[src/rtl/ex_mem_wb_dest_fwd_pkg.sv]
// Shared constants and pipeline-register field layouts for the EX/MEM/WB
// destination pipeline and its operand forwarding.
package pipe_pkg;

    localparam int REG_AW = 5;
    localparam int DATA_W = 32;

    localparam logic [1:0] FWD_NONE = 2'b00;
    localparam logic [1:0] FWD_WB   = 2'b01;
    localparam logic [1:0] FWD_MEM  = 2'b10;

    localparam logic [REG_AW-1:0] REG_ZERO = 5'd0;

    typedef struct packed {
        logic [REG_AW-1:0] dest;
        logic              reg_write;
        logic              mem_to_reg;
        logic [DATA_W-1:0] result;
    } ex_mem_t;

    typedef struct packed {
        logic [REG_AW-1:0] dest;
        logic              reg_write;
        logic [DATA_W-1:0] wdata;
    } mem_wb_t;

endpackage

[src/rtl/ex_mem_wb_dest_fwd_if.sv]
// Bundle of EX-stage inputs and MEM/WB/forwarding outputs; the pipeline
// block is the slave, the driving core (or bench) is the master.
interface ex_mem_wb_dest_fwd_if;
    import pipe_pkg::*;

    logic              stall;
    logic              flush;
    logic [REG_AW-1:0] ex_reg_dest;
    logic              ex_reg_write;
    logic              ex_mem_to_reg;
    logic [DATA_W-1:0] ex_alu_result;
    logic [REG_AW-1:0] ex_rs;
    logic [REG_AW-1:0] ex_rt;
    logic [DATA_W-1:0] mem_read_data;

    logic [REG_AW-1:0] mem_reg_dest;
    logic              mem_reg_write;
    logic [DATA_W-1:0] mem_alu_result;
    logic [REG_AW-1:0] wb_reg_dest;
    logic              wb_reg_write;
    logic [DATA_W-1:0] wb_write_data;
    logic [1:0]        fwd_a_sel;
    logic [1:0]        fwd_b_sel;
    logic [DATA_W-1:0] fwd_a_data;
    logic [DATA_W-1:0] fwd_b_data;
    logic              fwd_hazard;

    modport master (
        output stall, flush, ex_reg_dest, ex_reg_write, ex_mem_to_reg,
               ex_alu_result, ex_rs, ex_rt, mem_read_data,
        input  mem_reg_dest, mem_reg_write, mem_alu_result, wb_reg_dest,
               wb_reg_write, wb_write_data, fwd_a_sel, fwd_b_sel,
               fwd_a_data, fwd_b_data, fwd_hazard
    );

    modport slave (
        input  stall, flush, ex_reg_dest, ex_reg_write, ex_mem_to_reg,
               ex_alu_result, ex_rs, ex_rt, mem_read_data,
        output mem_reg_dest, mem_reg_write, mem_alu_result, wb_reg_dest,
               wb_reg_write, wb_write_data, fwd_a_sel, fwd_b_sel,
               fwd_a_data, fwd_b_data, fwd_hazard
    );

endinterface

[src/rtl/ex_mem_wb_dest_fwd_fwd_sel.sv]
// Forwarding decision for one EX source operand: youngest producer wins,
// and a load still in MEM raises a hazard instead of forwarding.
module fwd_operand_sel
    import pipe_pkg::*;
(
    input  logic [REG_AW-1:0] src,
    input  logic [REG_AW-1:0] mem_dest,
    input  logic              mem_write,
    input  logic              mem_load,
    input  logic [DATA_W-1:0] mem_data,
    input  logic [REG_AW-1:0] wb_dest,
    input  logic              wb_write,
    input  logic [DATA_W-1:0] wb_data,
    output logic [1:0]        sel,
    output logic [DATA_W-1:0] data,
    output logic              hazard
);

    logic mem_match;
    logic wb_match;

    assign mem_match = mem_write && (mem_dest != REG_ZERO) && (mem_dest == src);
    assign wb_match  = wb_write && (wb_dest == src);

    always_comb begin
        sel    = FWD_NONE;
        data   = '0;
        hazard = 1'b0;
        if (mem_match) begin
            // The WB copy is older than the pending load, so it must not be used.
            if (mem_load) begin
                hazard = 1'b1;
            end else begin
                sel  = FWD_MEM;
                data = mem_data;
            end
        end else if (wb_match) begin
            sel  = FWD_WB;
            data = wb_data;
        end
    end

endmodule

[src/rtl/ex_mem_wb_dest_fwd.sv]
// EX/MEM and MEM/WB pipeline registers for destination, write-enable and
// result, plus forwarding selects/data for both EX operands.
module ex_mem_wb_dest_fwd
    import pipe_pkg::*;
(
    input  logic                  clk,
    input  logic                  reset_n,
    ex_mem_wb_dest_fwd_if.slave   bus
);

    ex_mem_t ex_mem_q, ex_mem_d;
    mem_wb_t mem_wb_q, mem_wb_d;

    logic [DATA_W-1:0] wdata;
    logic              wb_write_en;

    always_comb begin
        wdata    = ex_mem_q.mem_to_reg ? bus.mem_read_data : ex_mem_q.result;
        ex_mem_d = ex_mem_q;
        mem_wb_d = mem_wb_q;
        // Flush wins over stall so a bubble request is never dropped.
        if (bus.flush) begin
            ex_mem_d = '0;
        end else if (!bus.stall) begin
            ex_mem_d = '{dest:       bus.ex_reg_dest,
                         reg_write:  bus.ex_reg_write,
                         mem_to_reg: bus.ex_mem_to_reg,
                         result:     bus.ex_alu_result};
        end
        if (!bus.stall) begin
            mem_wb_d = '{dest:      ex_mem_q.dest,
                         reg_write: ex_mem_q.reg_write,
                         wdata:     wdata};
        end
    end

    always_ff @(posedge clk or negedge reset_n) begin
        if (!reset_n) begin
            ex_mem_q <= '0;
            mem_wb_q <= '0;
        end else begin
            ex_mem_q <= ex_mem_d;
            mem_wb_q <= mem_wb_d;
        end
    end

    assign wb_write_en        = mem_wb_q.reg_write && (mem_wb_q.dest != REG_ZERO);

    assign bus.mem_reg_dest   = ex_mem_q.dest;
    assign bus.mem_reg_write  = ex_mem_q.reg_write;
    assign bus.mem_alu_result = ex_mem_q.result;
    assign bus.wb_reg_dest    = mem_wb_q.dest;
    assign bus.wb_reg_write   = wb_write_en;
    assign bus.wb_write_data  = mem_wb_q.wdata;

    logic [REG_AW-1:0] op_src [2];
    logic [1:0]        op_sel [2];
    logic [DATA_W-1:0] op_data[2];
    logic [1:0]        op_haz;

    assign op_src[0] = bus.ex_rs;
    assign op_src[1] = bus.ex_rt;

    generate
        for (genvar gi = 0; gi < 2; gi++) begin : g_operand
            fwd_operand_sel u_sel (
                .src       (op_src[gi]),
                .mem_dest  (ex_mem_q.dest),
                .mem_write (ex_mem_q.reg_write),
                .mem_load  (ex_mem_q.mem_to_reg),
                .mem_data  (ex_mem_q.result),
                .wb_dest   (mem_wb_q.dest),
                .wb_write  (wb_write_en),
                .wb_data   (mem_wb_q.wdata),
                .sel       (op_sel[gi]),
                .data      (op_data[gi]),
                .hazard    (op_haz[gi])
            );
        end
    endgenerate

    assign bus.fwd_a_sel  = op_sel[0];
    assign bus.fwd_b_sel  = op_sel[1];
    assign bus.fwd_a_data = op_data[0];
    assign bus.fwd_b_data = op_data[1];
    assign bus.fwd_hazard = |op_haz;

endmodule

[src/flat_wrapper.sv]
// flat-port wrapper written by rule: the top's interface ports become plain ports
module ex_mem_wb_dest_fwd_flat import pipe_pkg::*;
  (clk, reset_n, bus_stall, bus_flush, bus_ex_reg_dest, bus_ex_reg_write, bus_ex_mem_to_reg, bus_ex_alu_result, bus_ex_rs, bus_ex_rt, bus_mem_read_data, bus_mem_reg_dest, bus_mem_reg_write, bus_mem_alu_result, bus_wb_reg_dest, bus_wb_reg_write, bus_wb_write_data, bus_fwd_a_sel, bus_fwd_b_sel, bus_fwd_a_data, bus_fwd_b_data, bus_fwd_hazard);
  ex_mem_wb_dest_fwd_if bus_i ();
  input  logic clk;
  input  logic reset_n;
  input wire logic [$bits(bus_i.stall)-1:0] bus_stall;
  input wire logic [$bits(bus_i.flush)-1:0] bus_flush;
  input wire logic [$bits(bus_i.ex_reg_dest)-1:0] bus_ex_reg_dest;
  input wire logic [$bits(bus_i.ex_reg_write)-1:0] bus_ex_reg_write;
  input wire logic [$bits(bus_i.ex_mem_to_reg)-1:0] bus_ex_mem_to_reg;
  input wire logic [$bits(bus_i.ex_alu_result)-1:0] bus_ex_alu_result;
  input wire logic [$bits(bus_i.ex_rs)-1:0] bus_ex_rs;
  input wire logic [$bits(bus_i.ex_rt)-1:0] bus_ex_rt;
  input wire logic [$bits(bus_i.mem_read_data)-1:0] bus_mem_read_data;
  output wire logic [$bits(bus_i.mem_reg_dest)-1:0] bus_mem_reg_dest;
  output wire logic [$bits(bus_i.mem_reg_write)-1:0] bus_mem_reg_write;
  output wire logic [$bits(bus_i.mem_alu_result)-1:0] bus_mem_alu_result;
  output wire logic [$bits(bus_i.wb_reg_dest)-1:0] bus_wb_reg_dest;
  output wire logic [$bits(bus_i.wb_reg_write)-1:0] bus_wb_reg_write;
  output wire logic [$bits(bus_i.wb_write_data)-1:0] bus_wb_write_data;
  output wire logic [$bits(bus_i.fwd_a_sel)-1:0] bus_fwd_a_sel;
  output wire logic [$bits(bus_i.fwd_b_sel)-1:0] bus_fwd_b_sel;
  output wire logic [$bits(bus_i.fwd_a_data)-1:0] bus_fwd_a_data;
  output wire logic [$bits(bus_i.fwd_b_data)-1:0] bus_fwd_b_data;
  output wire logic [$bits(bus_i.fwd_hazard)-1:0] bus_fwd_hazard;
  assign bus_i.stall = bus_stall;
  assign bus_i.flush = bus_flush;
  assign bus_i.ex_reg_dest = bus_ex_reg_dest;
  assign bus_i.ex_reg_write = bus_ex_reg_write;
  assign bus_i.ex_mem_to_reg = bus_ex_mem_to_reg;
  assign bus_i.ex_alu_result = bus_ex_alu_result;
  assign bus_i.ex_rs = bus_ex_rs;
  assign bus_i.ex_rt = bus_ex_rt;
  assign bus_i.mem_read_data = bus_mem_read_data;
  assign bus_mem_reg_dest = bus_i.mem_reg_dest;
  assign bus_mem_reg_write = bus_i.mem_reg_write;
  assign bus_mem_alu_result = bus_i.mem_alu_result;
  assign bus_wb_reg_dest = bus_i.wb_reg_dest;
  assign bus_wb_reg_write = bus_i.wb_reg_write;
  assign bus_wb_write_data = bus_i.wb_write_data;
  assign bus_fwd_a_sel = bus_i.fwd_a_sel;
  assign bus_fwd_b_sel = bus_i.fwd_b_sel;
  assign bus_fwd_a_data = bus_i.fwd_a_data;
  assign bus_fwd_b_data = bus_i.fwd_b_data;
  assign bus_fwd_hazard = bus_i.fwd_hazard;
  ex_mem_wb_dest_fwd u_core (.clk(clk), .reset_n(reset_n), .bus(bus_i));
endmodule
[config.mk]
export PLATFORM = sky130hd
export DESIGN_NAME = ex_mem_wb_dest_fwd_flat
export DESIGN_NICKNAME = d
export VERILOG_FILES = /design/src/rtl/ex_mem_wb_dest_fwd_pkg.sv /design/src/rtl/ex_mem_wb_dest_fwd_if.sv /design/src/rtl/ex_mem_wb_dest_fwd_fwd_sel.sv /design/src/rtl/ex_mem_wb_dest_fwd.sv /design/src/flat_wrapper.sv
export SDC_FILE = /design/constraint.sdc
export NUM_CORES = 1
export LEC_CHECK = 0
export CAP_MARGIN = 20
export CELL_PAD_IN_SITES_DETAIL_PLACEMENT = 1
export CELL_PAD_IN_SITES_GLOBAL_PLACEMENT = 1
export CORE_UTILIZATION = 34
export CTS_CLUSTER_SIZE = 40
export DETAILED_ROUTE_END_ITERATION = 10
export PLACE_DENSITY = 0.92
export SETUP_SLACK_MARGIN = 0.5
export SLEW_MARGIN = 20
export SYNTH_ARGS = -nofsm -noshare
export SYNTH_HDL_FRONTEND = slang
export SYNTH_HIERARCHICAL = 1
export SYNTH_SLANG_ARGS = --single-unit
[constraint.sdc]
create_clock -name clk -period 4.3 [get_ports clk]
set_clock_uncertainty 0.1 [all_clocks]
set_input_delay 0.43 -clock clk [delete_from_list [all_inputs] [get_ports clk]]
set_output_delay 0.43 -clock clk [all_outputs]
set_load 0.02 [all_outputs]
# ---- After elaboration in Yosys (flattened, before gate mapping)
# Cells that the tools add are included.
# Widths: inputs -> output; s select.
dict set report classes {
  n_eq_ne 5
  muxes 16
  reduce_logical 9
}
# op n
set op_table {}
lappend op_table {{$mux 32} 6}
lappend op_table {{$mux 39} 2}
lappend op_table {{$eq 5x5->1} 4}
lappend op_table {{$reduce_bool 5->1} 2}
lappend op_table {{$logic_and 1x1->1} 6}
lappend op_table {{$mux 2} 3}
lappend op_table {{$mux 1} 5}
lappend op_table {{$ne 2x1->1 const B} 1}
lappend op_table {{$reduce_or 2->1} 1}
dict set report totals {
  regBits 77
  input_bits 85
  out_inout_bits 145
  elab_cells 37
}

# ---- Depth between registers and ports, before layout
# Gate-level depths: netlist of run 1.
dict set report logic_depth {
  word_depth 5
  depth_mapped 7
  mapped_depth_nobuf 5
}

# ---- Cells and area by module
# The synthesis of run 1 kept the hierarchy.
# module instances cells_each area_each_um2
set modules_own_cells {}
lappend modules_own_cells {ex_mem_wb_dest_fwd 1 354 3834.9}
lappend modules_own_cells {fwd_operand_sel 2 138 868.3}

# ---- Least setup slack after synthesis of run 1
# OpenSTA, ideal clock, no wires.
dict set report synth_path {
  path_kind {register to output}
  start {register u_core.mem_wb_q (netlist bit u_core/bus.wb_reg_dest[0])}
  end {output bus_fwd_a_data[10]}
  arrival_ps 1964
  required_time_ps 3770
  path_slack_ps 1806
  stages_incl_launch_ff 7
  n_path_buf 2
  path_cell_list {dfrtp_1 > or4_1 > o21a_1 > and3_1 > clkbuf_2 > clkbuf_1 > a31o_1}
}
dict set report synth_between {
  elab_chain_cells 5
}
# element line_no
set synth_lines {}
lappend synth_lines {{start, declared} ex_mem_wb_dest_fwd.sv:12} ;# mem_wb_t mem_wb_q, mem_wb_d;
lappend synth_lines {{start signal, assigned} ex_mem_wb_dest_fwd.sv:43} ;# mem_wb_q <= mem_wb_d;
lappend synth_lines {{$reduce_bool 5->1} ex_mem_wb_dest_fwd.sv:47} ;# assign wb_write_en = mem_wb_q.reg_write && (mem_wb_q.dest != REG_ZERO);
lappend synth_lines {{$logic_and 1x1->1} ex_mem_wb_dest_fwd.sv:47}
lappend synth_lines {{via bus_wb_reg_write} flat_wrapper.sv:20} ;# output wire logic [$bits(bus_i.wb_reg_write)-1:0] bus_wb_reg_write;
lappend synth_lines {{$logic_and 1x1->1} ex_mem_wb_dest_fwd_fwd_sel.sv:23} ;# assign wb_match = wb_write && (wb_dest == src);
lappend synth_lines {{$mux 32} ex_mem_wb_dest_fwd_fwd_sel.sv:37} ;# end else if (wb_match) begin
lappend synth_lines {{$mux 32} ex_mem_wb_dest_fwd_fwd_sel.sv:29} ;# if (mem_match) begin
lappend synth_lines {{end, declared} flat_wrapper.sv:24} ;# output wire logic [$bits(bus_i.fwd_a_data)-1:0] bus_fwd_a_data;
# The timed path passes the listed nets, and every way through them passes these cells.

# ---- Final worst setup path of run 1
dict set report layout_path {
  start {input bus_ex_rs[0]}
  end {output bus_fwd_a_data[24]}
}
dict set report layout_between {
  elab_chain_cells 4
}
# element line_no
set layout_lines {}
lappend layout_lines {{start, declared} flat_wrapper.sv:13} ;# input wire logic [$bits(bus_i.ex_rs)-1:0] bus_ex_rs;
lappend layout_lines {{$eq 5x5->1} ex_mem_wb_dest_fwd_fwd_sel.sv:23}
lappend layout_lines {{$logic_and 1x1->1} ex_mem_wb_dest_fwd_fwd_sel.sv:23}
lappend layout_lines {{$mux 32} ex_mem_wb_dest_fwd_fwd_sel.sv:37}
lappend layout_lines {{$mux 32 *} ex_mem_wb_dest_fwd_fwd_sel.sv:29}
# Mark *: on every way between the ends. The rest lies on a longest branch, timed or not.

==> impl_metrics.toml, run 1 <==
[timing]
hold_viol = 0
min_period_ns = 3.66
setup_viol = 0
max_freq_ghz = 0.273
worstMarginPinSlew_ns = 0.964
slew_violations = 0
finalCritPeriodShare_pct = 85.2
fin_hold_ws_ns = 0.00863
max-slew-margin-rel_pct = 35.7
finalSetupTns_ns = 0
setup_slack_ns = 0.637
rsz0062_at_grt = "false"

[placement]
dp.cells = 953
routabilityCongestion = 0.775
portBuffers = 229
post-dp-hpwl_microns = 13400
place_ws_ns = 0.545

[critical_path]
crit_fanout = 33
cp_common_cell = "clkdlybuf4s50_1"
required_ns = 3.77
cp-start-kind = "input pin"
crit_path_top_delay_cell = "and3_2"
cp-end-kind = "primary output"
worstPathArrival_ns = 3.13
path_cells = "clkdlybuf4s50_1 -> xor2_1 -> nor4_1 -> and3_2 -> a31o_1 -> clkdlybuf4s50_1"
critPathKind = "in2out"
crit_path_max_incr_delay_ns = 0.80

[detailed_routing]
drc = 0
via_count = 5356
avgViaCountPerCell = 5.53
dr.first_iter.drc_count = 306
routed_wl_microns = 20300
postRouteAntennaNets = 0
wl_per_cell_microns = 20.9
first_pass_iters = 4

[global_routing]
grt_max_degree = 78
grt_antenna_before_repair = 0
grt_first_pass_wirelength_microns = 30900
grt_pass1_vias = 5461
grt.total_usage_pct = 24.1
overflow = 0

[power]
sequentialPowerShare_pct = 37.7
swShare_pct = 29.5
p_int_uw = 1610
p_leak_uw = 0.00297
combPwrFrac_pct = 23.3
peakVddDrop_mv = 0.167
p_per_area_nw_per_um2 = 297
p_switching_uw = 674
clockPowerShare_pct = 39.0

[die]
row_count = 46
coreArea_sq_um = 15900
die_w_microns = 130
fp.dieH_microns = 130
io_pins = 230
start_util_pct = 34.9
die_area_sq_um = 16900

[clock_network]
htreeDepth = 3
postCtsHoldBufs = 0
clock_sinks = 77
cts_tree = "built"
clk_pin_slew_worst_paths_ns = 0.06
cts_root_buf = "clkbuf_16"
clock_path_buffers = 2
clock_latency_ns = 0.34
numCtsBuffers = 9

[final_layout]
mostFrequentLayoutCells = "clkdlybuf4s50_1, nand2_1, dfrtp_1, mux2i_1, nor4_1"
drive_above_1_share_pct = 6.77
final_common_cell = "clkdlybuf4s50_1"
fillers = 1840
fin_nets = 833
regArea_sq_um = 1930
multiInputGateArea_sq_um = 2770
antennaDiodeCount = 0
fin_cells = 969
area_delta_synth_final_pct = 38.2

[synth]
avgSynthCellArea_sq_um = 8.84
synth_cells = 630
synth_edf_count = 0
ys_seq_elements = 77
yosysTopAreaCell = "dfrtp_1"
synthTopCellsByArea = "dfrtp_1, mux2i_1, buf_4"
yosysWarnings = 6
synth_cell_types = 26
ys_seq_area_share_pct = 34.6
synth.cell_area_sq_um = 5570
ys_async_sr_fraction_pct = 100
synth_top_area_share_pct = 34.6
synth_top_flop_cell = "dfrtp_1"
syn_nets = 715

[flow_run]
cap_viol_max_count = 0

[outcome]
status = "finished, final reports clean"

[hold_path]
hold_path.class = "in2async"
## power by group through the flow
stage	Sequential [uW]	Combinational, uW	Clock [uW]
6_report	861	532	891
5_1_grt	871	567	948
4_1_cts	861	531	915
3_5_place_dp	873	529	0
3_3_place_gp	869	514	0
2_1_floorplan	844	347	0
## cells in the mapped netlist (2+ instances only)
cell and instances:
inv_2 2, mux2i_1 71, mux2_2 6, or3_1 2
nand2_1 98, nor4_1 66, o21ai_0 32, clkbuf_1 31
nand3_1 2, buf_2 8, and3_1 2, clkbuf_2 2
and2_1 4, nor2_1 45, xor2_1 8, xnor2_1 10
buf_6 9, buf_4 83, dfrtp_1 77, or4_4 2
a21oi_4 2, a31o_1 64
## worst max-delay path: cells and delay by family
family / cells / cell delay (ns)
AOI/OAI and AO/OA: 1 / 0.26
buffers and inverters: 2 / 1.12
and+or+nand+nor: 2 / 1.12
xor gates and xnor gates: 1 / 0.19
## through the flow
step | power, uW | util (%) | instance area [sq um]
finish | 2280 | 48.3 | 7700
floorplan | 1190 | - | 5570
global route | 2390 | 48.3 | 7700
detailed placement | 1400 | 46.1 | 7350
CTS | 2310 | 48.3 | 7690
global placement | 1380 | 46.1 | 7350
## path summary, 6_finish.rpt
path	from	end	slack, ns	depth (start not counted)
worst max-delay path	bus_ex_rs[0]	bus_fwd_a_data[24]	0.64	6
worst min-delay path	reset_n	u_core/bus.wb_reg_dest[3]	0.009	1
worst max register to register	u_core/ex_mem_q[32]	u_core/bus.wb_write_data[22]	2.70	3
worst min register to register	u_core/mem_wb_q[32]	u_core/mem_wb_q[32]	0.42	1
max in group asynchronous	reset_n	u_core/ex_mem_q[32]	3.53	1
min in group clk	u_core/mem_wb_q[32]	u_core/mem_wb_q[32]	0.42	1
## cell type report
| cell class | instances | share of cell area [%] |
|---|---|---|
| well taps | 216 | 3.51 |
| repair buffers | 241 | 31.0 |
| clock inverters | 4 | 1.23 |
| inverters | 2 | 0.0975 |
| clock buffers | 12 | 3.20 |
| flip-flops and latches | 77 | 25.0 |
| multi-input cells | 417 | 35.9 |
## sequential cells by signal (all words and copies together) (netlist names)
| name | flops |
|---|---|
| u_core/ex_mem_q | 1 |
| u_core/bus.mem_reg_write | 1 |
| u_core/bus.mem_reg_dest | 5 |
| u_core/bus.wb_write_data | 32 |
| u_core/bus.wb_reg_dest | 5 |
| u_core/bus.mem_alu_result | 32 |
| u_core/mem_wb_q | 1 |
## cells by family after synthesis
family	after synthesis	synth area share, %
xor+xnor	18	2.83
simple gates	223	18.8
compound gates	99	13.7
flops	77	34.6
buf+inv	136	16.2
mux	77	14.0
## timing repair
item / 4_1_cts / 5_1_grt
gates resized for setup: 0 / 1
setup endpoints to repair: 0 / 12
buffers inserted: 0 / 0
## routing by layer
metal  global-route usage [%]  share of wire (%)  wire length (microns)  vias up
met5                        0                  0                      0        -
met4                     6.36               0.86                    174        0
met3                     5.49                6.9                   1410       19
met2                     42.0                 50                  10200      228
met1                     30.0                 42                   8460     2712
li1                         -                  -                      -     2397
(Power assumes the default switching activity.)
==> run 2: changes to the inputs <==
--- a/config.mk
+++ b/config.mk
@@ -8,6 +8,7 @@
 export CAP_MARGIN = 20
 export CELL_PAD_IN_SITES_DETAIL_PLACEMENT = 1
 export CELL_PAD_IN_SITES_GLOBAL_PLACEMENT = 1
+export CORE_ASPECT_RATIO = 1.5
 export CORE_UTILIZATION = 34
 export CTS_CLUSTER_SIZE = 40
 export DETAILED_ROUTE_END_ITERATION = 10
==> impl_metrics.toml, run 2 (synthesis results as in run 1) <==
[outcome]
status = "finished, final reports clean"

[timing]
max-slew-margin-rel_pct = 32.6
finalCritPeriodShare_pct = 84.3
fin_hold_ws_ns = 0.0293
setup_viol = 0
finalSetupTns_ns = 0
max_freq_ghz = 0.276
hold_viol = 0
rsz0062_at_grt = "false"
slew_violations = 0
min_period_ns = 3.63
worstMarginPinSlew_ns = 1.01

[critical_path]
r2r_cells = 3
crit_path_max_incr_delay_ns = 0.57
reg2reg_from = "u_core/ex_mem_q[32]"
required_ns = 3.77
critPathKind = "in2out"
path_buf_inv = 3
reg2reg_to = "u_core/bus.wb_write_data[8]"
crit_family = "buffers and inverters"
regToRegSetupSlack_ns = 2.64
cp_common_cell = "clkdlybuf4s50_1"
path_cells = "clkdlybuf4s50_1 -> xnor2_1 -> nand3_2 -> or3_1 -> buf_4 -> a31o_1 -> clkdlybuf4s50_1"
cp-start-kind = "input pin"
worstPathArrival_ns = 3.10
crit_fanout = 20
cp-end-kind = "primary output"
crit_path_top_delay_cell = "clkdlybuf4s50_1"
worst-path-stages = 7

[die]
die_area_sq_um = 16900
io_pins = 230
fp.dieH_microns = 159
coreArea_sq_um = 16100
die_w_microns = 107
row_count = 57
start_util_pct = 34.6

[hold_path]
hold_path.class = "in2async"

[final_layout]
antennaDiodeCount = 0
multiInputGateArea_sq_um = 2760
drive_above_1_share_pct = 6.25
fin_cells = 958
post-route-util_pct = 47.4
fillers = 1893
final_common_cell = "clkdlybuf4s50_1"
area_delta_synth_final_pct = 37.1
fin_nets = 833
regArea_sq_um = 1930
mostFrequentLayoutCells = "clkdlybuf4s50_1, nand2_1, dfrtp_1, mux2i_1, nor4_1"

[flow_run]
cap_viol_max_count = 0

[power]
peakVddDrop_mv = 0.204
p_per_area_nw_per_um2 = 290
p_leak_uw = 0.00295

[detailed_routing]
routed_wl_microns = 20600
via_count = 5304
wl_per_cell_microns = 21.5
postRouteAntennaNets = 0
drc = 0
avgViaCountPerCell = 5.54
first_pass_iters = 6
dr.first_iter.drc_count = 229

[global_routing]
grt_max_degree = 86
grt_pass1_vias = 5615
grt_antenna_before_repair = 0
overflow = 0
grt_first_pass_wirelength_microns = 32200
grt.total_usage_pct = 24.7

[clock_network]
clk_pin_slew_worst_paths_ns = 0.06
clock_sinks = 77
post_cts_buffers = 0
htreeDepth = 3
postCtsHoldBufs = 0
cts_resized = 0
clock_latency_ns = 0.34
numCtsBuffers = 9
cts_root_buf = "clkbuf_16"
clock_path_buffers = 2
cts_tree = "built"

[placement]
routabilityCongestion = 0.823
post-dp-hpwl_microns = 14300
portBuffers = 229
dp.cells = 943
-- run 2: cell count changes in the layout (fill, tap and decap cells not counted), sizes merged --
cell      change
clkbuf        -1
clkinvlp      +1
bufinv        -1
-- run 2: power breakdown --
part,switching (uW),total (uW),internal (uW),leakage [uW]
combinational,283,529,246,0.00178
sequential,79.9,860,780,0.00102
clock,304,825,521,0.000152
total,667,2210,1550,0.00295
-- run 2: worst register-to-register path: stages, from the launching register on --
cell	delay (ns)
dfrtp_2	0.39
buf_4	0.53
mux2i_1	0.36
o21ai_0	0.11
-- run 2: worst max-delay path by stage --
stage	end	startpoint	slack (ns)
finish	bus_fwd_b_data[21]	bus_ex_rt[3]	0.67
global route	bus_fwd_hazard	bus_ex_rt[3]	0.58
CTS	bus_fwd_hazard	bus_ex_rt[3]	0.68
detailed placement	bus_fwd_hazard	bus_ex_rt[3]	0.70
global placement	bus_fwd_b_data[19]	bus_ex_rt[0]	0.78
floorplan	bus_fwd_a_data[10]	u_core/bus.wb_reg_dest[0]	1.81
-- run 2: layout make-up --
| cell class | count | area share [%] |
|---|---|---|
| Clock buffer | 11 | 3.18 |
| Clock inverter | 4 | 0.950 |
| Inverter | 2 | 0.0983 |
| Multi-Input combinational cell | 417 | 36.1 |
| Sequential cell | 77 | 25.2 |
| Tap cell | 206 | 3.37 |
| Timing Repair Buffer | 241 | 31.1 |
-- run 2: layer usage --
layer,wire length [microns],GRT usage [%],vias up
li1,-,-,2401
met1,7760,27.4,2657
met2,11300,46.5,201
met3,863,2.59,45
met4,667,10.7,0
met5,0,0,-
-- run 2: through the flow --
step                instance area, sq um  setup WS, ns  total power, uW
floorplan                           5570          1.81             1190
global placement                    7320         0.776             1380
detailed placement                  7320         0.696             1400
CTS                                 7640         0.680             2240
global route                        7640         0.575             2300
finish                              7640         0.674             2210
